$ cat src/rtl/neuron_pkg.sv
// Shared types and default sizing for the neuron sweep scheduler.
package neuron_pkg;

    localparam int unsigned NUM_NEURONS_DEF = 128;
    localparam int unsigned IDX_W_DEF       = 7;
    localparam int unsigned MAX_OUT_DEF     = 4;

    typedef enum logic [1:0] {
        StIdle  = 2'd0,
        StIssue = 2'd1,
        StDrain = 2'd2,
        StDone  = 2'd3
    } sched_state_e;

endpackage

$ cat src/rtl/tick_gen.sv
// Free-running tick generator: tick every tick_period+1 cycles.
module tick_gen (
    input  logic        rawclk,
    input  logic        reset_n,
    input  logic [31:0] tick_period,
    output logic        tick
);

    logic [31:0] cnt_q, cnt_d;
    logic [31:0] lim_q, lim;

    // The limit is sampled only at count 0 and held for the whole interval, so a
    // lowered period can never leave the counter stranded above its compare value.
    always_comb begin
        lim   = (cnt_q == 32'd0) ? tick_period : lim_q;
        tick  = (cnt_q == lim);
        cnt_d = tick ? 32'd0 : cnt_q + 32'd1;
    end

    // Counter and held-limit registers.
    always_ff @(posedge rawclk or negedge reset_n) begin
        if (!reset_n) begin
            cnt_q <= 32'd0;
            lim_q <= 32'd0;
        end else begin
            cnt_q <= cnt_d;
            lim_q <= lim;
        end
    end

endmodule

$ cat src/rtl/neuron_sched.sv
// Sweep scheduler: on each tick issues every neuron index once to a shared
// datapath, tracks outstanding results, writes results back and flags errors.
module neuron_sched
    import neuron_pkg::*;
#(
    parameter int unsigned NUM_NEURONS = NUM_NEURONS_DEF,
    parameter int unsigned IDX_W       = IDX_W_DEF,
    parameter int unsigned MAX_OUT     = MAX_OUT_DEF
) (
    input  logic             rawclk,
    input  logic             reset_n,
    input  logic             run,
    input  logic [31:0]      tick_period,
    input  logic             dp_stall,
    output logic             dp_issue,
    output logic [IDX_W-1:0] dp_idx,
    input  logic             dp_ret_valid,
    input  logic [IDX_W-1:0] dp_ret_idx,
    output logic             wb_en,
    output logic [IDX_W-1:0] wb_idx,
    output logic             sweep_start,
    output logic             sweep_done,
    output logic             busy,
    input  logic             clear_err,
    output logic             overrun,
    output logic             seq_err,
    output logic [31:0]      sweep_cnt
);

    localparam int unsigned OutW = $clog2(MAX_OUT + 1);
    localparam int unsigned RetW = $clog2(NUM_NEURONS + 1);
    localparam logic [IDX_W-1:0] LastIdx = IDX_W'(NUM_NEURONS - 1);
    localparam logic [OutW-1:0]  MaxOutV = OutW'(MAX_OUT);
    localparam logic [RetW-1:0]  NumV    = RetW'(NUM_NEURONS);

    sched_state_e     state_q, state_d;
    logic [IDX_W-1:0] idx_q, idx_d;
    logic [IDX_W-1:0] exp_q, exp_d;
    logic [OutW-1:0]  out_q, out_d;
    logic [RetW-1:0]  ret_q, ret_d;
    logic             overrun_q, overrun_d;
    logic             seq_err_q, seq_err_d;
    logic [31:0]      sweep_cnt_q, sweep_cnt_d;
    logic             wb_en_q;
    logic [IDX_W-1:0] wb_idx_q;

    logic tick;
    logic issue, start, done;
    logic accept, seq_hit, over_hit;

    tick_gen u_tick_gen (
        .rawclk      (rawclk),
        .reset_n     (reset_n),
        .tick_period (tick_period),
        .tick        (tick)
    );

    // A return only counts when something is actually in flight.
    assign accept = dp_ret_valid && (out_q != '0);

    // Sweep FSM: next state and the strobes decoded from the current state.
    always_comb begin
        state_d = state_q;
        issue   = 1'b0;
        start   = 1'b0;
        done    = 1'b0;
        unique case (state_q)
            StIdle: begin
                if (tick && run) begin
                    start   = 1'b1;
                    state_d = StIssue;
                end
            end
            StIssue: begin
                issue = !dp_stall && (out_q < MaxOutV);
                if (issue && (idx_q == LastIdx)) begin
                    state_d = StDrain;
                end
            end
            StDrain: begin
                if ((ret_q + RetW'(accept)) == NumV) begin
                    state_d = StDone;
                end
            end
            StDone: begin
                done    = 1'b1;
                state_d = StIdle;
            end
            default: state_d = StIdle;
        endcase
    end

    // Index, in-flight, return-order and error bookkeeping.
    always_comb begin
        idx_d = idx_q;
        if (issue) begin
            idx_d = (idx_q == LastIdx) ? '0 : idx_q + 1'b1;
        end
        out_d = out_q + OutW'(issue) - OutW'(accept);
        ret_d = ret_q;
        exp_d = exp_q;
        if (start) begin
            ret_d = '0;
            exp_d = '0;
        end else if (accept) begin
            ret_d = ret_q + 1'b1;
            exp_d = exp_q + 1'b1;
        end
        seq_hit     = dp_ret_valid && (!accept || (dp_ret_idx != exp_q));
        over_hit    = tick && (state_q != StIdle);
        // A new error in the same cycle as clear_err keeps the flag set.
        overrun_d   = over_hit || (overrun_q && !clear_err);
        seq_err_d   = seq_hit || (seq_err_q && !clear_err);
        sweep_cnt_d = done ? sweep_cnt_q + 32'd1 : sweep_cnt_q;
    end

    // State registers.
    always_ff @(posedge rawclk or negedge reset_n) begin
        if (!reset_n) begin
            state_q     <= StIdle;
            idx_q       <= '0;
            exp_q       <= '0;
            out_q       <= '0;
            ret_q       <= '0;
            overrun_q   <= 1'b0;
            seq_err_q   <= 1'b0;
            sweep_cnt_q <= 32'd0;
            wb_en_q     <= 1'b0;
            wb_idx_q    <= '0;
        end else begin
            state_q     <= state_d;
            idx_q       <= idx_d;
            exp_q       <= exp_d;
            out_q       <= out_d;
            ret_q       <= ret_d;
            overrun_q   <= overrun_d;
            seq_err_q   <= seq_err_d;
            sweep_cnt_q <= sweep_cnt_d;
            wb_en_q     <= dp_ret_valid;
            wb_idx_q    <= dp_ret_idx;
        end
    end

    assign dp_issue    = issue;
    assign dp_idx      = idx_q;
    assign sweep_start = start;
    assign sweep_done  = done;
    assign busy        = (state_q != StIdle) || start;
    assign wb_en       = wb_en_q;
    assign wb_idx      = wb_idx_q;
    assign overrun     = overrun_q;
    assign seq_err     = seq_err_q;
    assign sweep_cnt   = sweep_cnt_q;

endmodule

$ cat config.mk
export PLATFORM = sky130hd
export DESIGN_NAME = neuron_sched
export DESIGN_NICKNAME = d
export VERILOG_FILES = /design/src/rtl/neuron_pkg.sv /design/src/rtl/tick_gen.sv /design/src/rtl/neuron_sched.sv
export SDC_FILE = /design/constraint.sdc
export NUM_CORES = 1
export LEC_CHECK = 0
export CORE_MARGIN = 2
export CORE_UTILIZATION = 25
export DETAILED_ROUTE_END_ITERATION = 7
export PLACE_DENSITY = 0.42
export SLEW_MARGIN = 20
export SYNTH_ARGS = -nofsm -noshare
export SYNTH_HDL_FRONTEND = slang
export SYNTH_HIERARCHICAL = 1
export SYNTH_SLANG_ARGS = --single-unit
$ cat constraint.sdc
create_clock -name rawclk -period 12.2 [get_ports rawclk]
set_clock_uncertainty 0.15 [all_clocks]
set_input_delay 3.05 -clock rawclk [delete_from_list [all_inputs] [get_ports rawclk]]
set_output_delay 3.05 -clock rawclk [all_outputs]
set_load 0.02 [all_outputs]
# Yosys cells after proc, flatten, opt, wreduce, memory -nomap -nowiden
# Cells that the tools add are included.
# W data, S select, Z words.
[classes] add_sub_neg=8 n_mul=0 div_mod_pow=0 magnitude_cmp=1 n_eq_ne=10 n_shift=0 muxes=15 bitwise_logic=0 n_reduce_logical=21
[op_table] operator="$add A32 B1 Y32 const B" count=2
[op_table] operator="$mux W32" count=2
[op_table] operator="$eq A32 B32 Y1" count=1
[op_table] operator="$logic_not A32 Y1" count=1
[op_table] operator="$mux W7" count=3
[op_table] operator="$mux W8" count=2
[op_table] operator="$add A7 B1 Y7 const B" count=2
[op_table] operator="$add A8 B1 Y8" count=1
[op_table] operator="$add A8 B1 Y8 const B" count=1
[op_table] operator="$eq A8 B8 Y1 const B" count=1
[op_table] operator="$logic_and A1 B1 Y1" count=8
[op_table] operator="$pmux W2 S4" count=1
[op_table] operator="$eq A7 B7 Y1 const B" count=1
[op_table] operator="$ne A7 B7 Y1" count=1
[op_table] operator="$mux W2" count=3
[op_table] operator="$ne A2 B2 Y1 const B" count=3
[op_table] operator="$eq A2 B2 Y1 const B" count=2
[op_table] operator="$logic_or A1 B1 Y1" count=4
[op_table] operator="$mux W1" count=4
[op_table] operator="$reduce_bool A2 Y1" count=2
[op_table] operator="$add A3 B1 Y3" count=1
[op_table] operator="$logic_not A1 Y1" count=3
[op_table] operator="$lt A3 B3 Y1 const B" count=1
[op_table] operator="$reduce_and A3 Y1" count=1
[op_table] operator="4 further kinds" count=4
[totals] reg_bits=133 latchBits=0 ramBits=0 rom_bits=0 input_bits=45 elab_cells=67 n_memories=0

# Depth between registers and ports, before layout
[logic_depth] word_depth=7 depth_mapped=14 depth_no_buf=13

# Hierarchy
# Netlist, hierarchy kept.
[modules_own_cells] mod="tick_gen" n_inst=1 cells_each=375 area_per_inst_um2=3895.0 seq_area_each_um2=1601.5
[modules_own_cells] mod="neuron_sched" n_inst=1 cells_each=284 area_per_inst_um2=3184.3 seq_area_each_um2=1726.7

# Worst setup path after synthesis
# No wires, ideal clock.
[synth_timing] path_type="input to output" from="input port tick_period[23]" to="output port sweep_start" arrival_ps=5283 required_time_ps=9000 path_slack_ps=3717 cell_stages=9 path_cell_list="or2_1 > a221o_1 > nor4_1 > a41oi_1 > a2111oi_4 > and2_1 > and3_1 > clkbuf_1 > clkbuf_1"
[synth_via] elab_chain_cells=5
[synth_rtl] element="start, declared" line="neuron_sched.sv:13" rtl="input logic [31:0] tick_period,"
[synth_rtl] element="$mux W32" line="tick_gen.sv:15" rtl="lim = (cnt_q == 32'd0) ? tick_period : lim_q;"
[synth_rtl] element="$eq A32 B32 Y1" line="tick_gen.sv:16" rtl="tick = (cnt_q == lim);"
[synth_rtl] element="via tick" line="neuron_sched.sv:47" rtl="logic tick;"
[synth_rtl] element="$logic_and A1 B1 Y1" line="neuron_sched.sv:69" rtl="if (tick && run) begin"
[synth_rtl] element="$mux W1" line="neuron_sched.sv:69"
[synth_rtl] element="$mux W1" line="neuron_sched.sv:67" rtl="unique case (state_q)"
[synth_rtl] element="end, declared" line="neuron_sched.sv:21" rtl="output logic sweep_start,"
# The timed path passes the listed nets, and every way through them passes these cells.

# Worst setup path in the final report
# Ends and elaborated chain as after synthesis.

==> reports/metrics.csv <==
metric,value,unit
synth_area,7079,um^2
tns,0,ps
fin_cells,1138,
drt_iter0_drc,432,
grt_usage,13.70,%
required,9000,ps
finalHoldViolCount,0,
comb_power_share,18.8,%
final_cell_mix,"dfrtp_1, clkdlybuf4s50_1, xnor2_1",
cellLeakagePower,3.600,nW
crit_arrival,6760,ps
synth_ff_type,dfrtp_1,
syn_nets,719,
whs_endpoint,sweep_cnt[31]$_DFFE_PN0P_,
min_path_cells,1,
start_util,25.41,%
multiInputGateArea,3390,um^2
maxCapViolations,0,
syn_to_final_growth,26.23,%
n_fill_cell,2860,
reg2reg_from,u_tick_gen/cnt_q[0]$_DFF_PN0_,
pre_cts_ws,2259,ps
r2r_slack,7800,ps
p_clk_share,39.7,%
crit_fanout,33,
hp-start,sweep_cnt[31]$_DFFE_PN0P_,
rsz0062_at_grt,no,
yosysTopAreaCell,dfrtp_1,
drc_errors,0,
stdcell_area,8936,um^2
num_rows,61,
synth_edf_count,0,
seqPwrFrac,41.5,%
worst_ir_drop_vdd,0.1113,mV
ctsResizeCount,0,
die_w,172.3,um
cts_root_buffer,clkbuf_16,
endpoint_kind,output pin,
grt_max_degree,84,
portBuffers,97,
synth-seq-cells,133,
swShare,30.41,%
gp_congestion,0.8688,
vias,5234,
synth_cell_type_count,62,
mostFrequentLayoutCell,dfrtp_1,
routed_via_density,4.599,
postLayoutSetupSlackWorst,2236,ps
grt_pass1_vias,5475,
setup_viol,0,
hold_buffers,0,
clock_path_buffers,2,
r2r_end,state_q[1]$_DFFE_PN0P_,
clock_sinks,133,
antenna_found_initial,0,
htreeDepth,4,
slew_headroom,40.32,%
die-area,29680,um^2
wl,19290,um
yosysWarnings,6,
fin_crit_sh,81.68,%
synth_area_leaders,"dfrtp_1, xnor2_1, xor2_1",
intPower,0.0009229,W
global_route.overflow_total,0,
wl_per_cell,16.95,um
fin_nets,807,
placed_area,8343,um^2
hpwlAfterDp,13910,um
syn-instance-count,659,
hold_class,flip-flop to flip-flop,
clkTransAtPathRegs,60,ps
min_period,9964,ps
p_per_area,148.4,nW/um^2
netlist.area_leader.share,47.01,%
antenna_cells,0,
fmax,100.4,MHz
ff_latch_area,3328,um^2
clock_latency,420,ps
cts_tree,built,
p_sw,0.0004033,W
cts_buffers,17,
synth_seq_area_share,47.01,%
io_pins,98,
status,"finished, final reports clean",
ant_nets,0,
cts_setup_buffers,0,
reg2regPathDepth,15,
cp-start-kind,primary input,
tightest_slew,887.0,ps
drive_gt1_share,14.08,%
slew_viol_final,0,
die_h,172.3,um
dp.cells,1106,
crit_type,primary input to output pin,
drt-pass1-iter-count,5,
grt_pass1_wl,31170,um
core_area,27860,um^2
syn_avg_cell_area,10.74,um^2
async_flop_share,100.0,%
## cell families after synthesis
logic type	synth area share, %
AOI/OAI and AO/OA	9.456
xor gates and xnor gates	14.48
adders and majority gates	2.757
buffers and inverters	5.267
DFF	47.01
muxes	4.277
and+or+nand+nor	16.76
## Yosys cell counts (all sizes together) (2+ instances only)
master / n
mux2: 23
xnor2: 75
o31a: 2
a222oi: 3
nor3: 12
dfrtp: 133
or3: 5
nand3: 22
nor2b: 8
nand4: 33
or2: 3
o221ai: 2
o22ai: 5
o32a: 2
a2111oi: 3
inv: 40
xor2: 42
ha: 14
o21ai: 17
nand2b: 2
nor4: 14
and4: 5
mux2i: 4
and3: 10
and2: 2
nor2: 38
a21oi: 38
a2bb2oi: 2
clkbuf: 7
buf: 25
nand2: 50
## layout make-up
cell class | count | share of cell area, %
multi-input combinational | 454 | 37.93
sequential | 133 | 37.24
timing repair buffer | 101 | 11.22
tap | 378 | 5.293
clock buffer | 18 | 4.803
clock inverter | 14 | 1.834
inverter | 40 | 1.680
## worst max path at each step
stage	from	endpoint	slack, ps	cells after the start
6_report	tick_period[23]	sweep_start	2240	10
5_1_grt	tick_period[23]	sweep_start	2050	10
4_1_cts	tick_period[23]	sweep_start	2250	10
3_5_place_dp	tick_period[23]	sweep_start	2260	10
3_3_place_gp	tick_period[23]	sweep_start	2260	10
2_1_floorplan	tick_period[23]	sweep_start	3720	9
## worst max-delay path, cell delays in order
cell and delay, ps:
clkdlybuf4s50_1 420, or2_1 210, a221o_1 280, nor4_1 230
a41oi_1 120, a2111oi_4 350, buf_4 530, and2_1 260
and3_1 570, clkdlybuf4s50_1 720
## registers in the layout (all words and copies together) (netlist names)
register,count
overrun,1
out_q,3
u_tick_gen/cnt_q,32
wb_idx,7
ret_q,8
exp_q,7
wb_en,1
seq_err,1
sweep_cnt,32
dp_idx,7
state_q,2
u_tick_gen/lim_q,32
## metrics by stage
stage	total power, W	hold slack (ps)	utilization, %
2_1_floorplan	0.0007031	318.9	-
3_3_place_gp	0.0008015	310.5	29.95
3_5_place_dp	0.0008092	335.5	29.95
4_1_cts	0.001349	348.9	32.08
5_1_grt	0.001407	366.6	32.08
6_report	0.001326	346.6	32.08
## power groups by stage
stage / Clock, W / Sequential [W] / Combinational, W
final: 0.000527 / 0.000550 / 0.000250
after global routing: 0.000567 / 0.000559 / 0.000282
after CTS: 0.000545 / 0.000549 / 0.000255
after detailed placement: 0 / 0.000556 / 0.000254
after global placement: 0 / 0.000556 / 0.000246
after floorplan: 0 / 0.000559 / 0.000144
## per-layer routing
metal,vias to the layer above,global-route usage [%],wire length (um)
met5,-,0,0
met4,0,3.654,284
met3,21,4.372,1276
met2,151,21.02,8749
met1,2611,18.61,8982
li1,2451,-,-
Note: power is estimated with default switching activity, not from simulation.
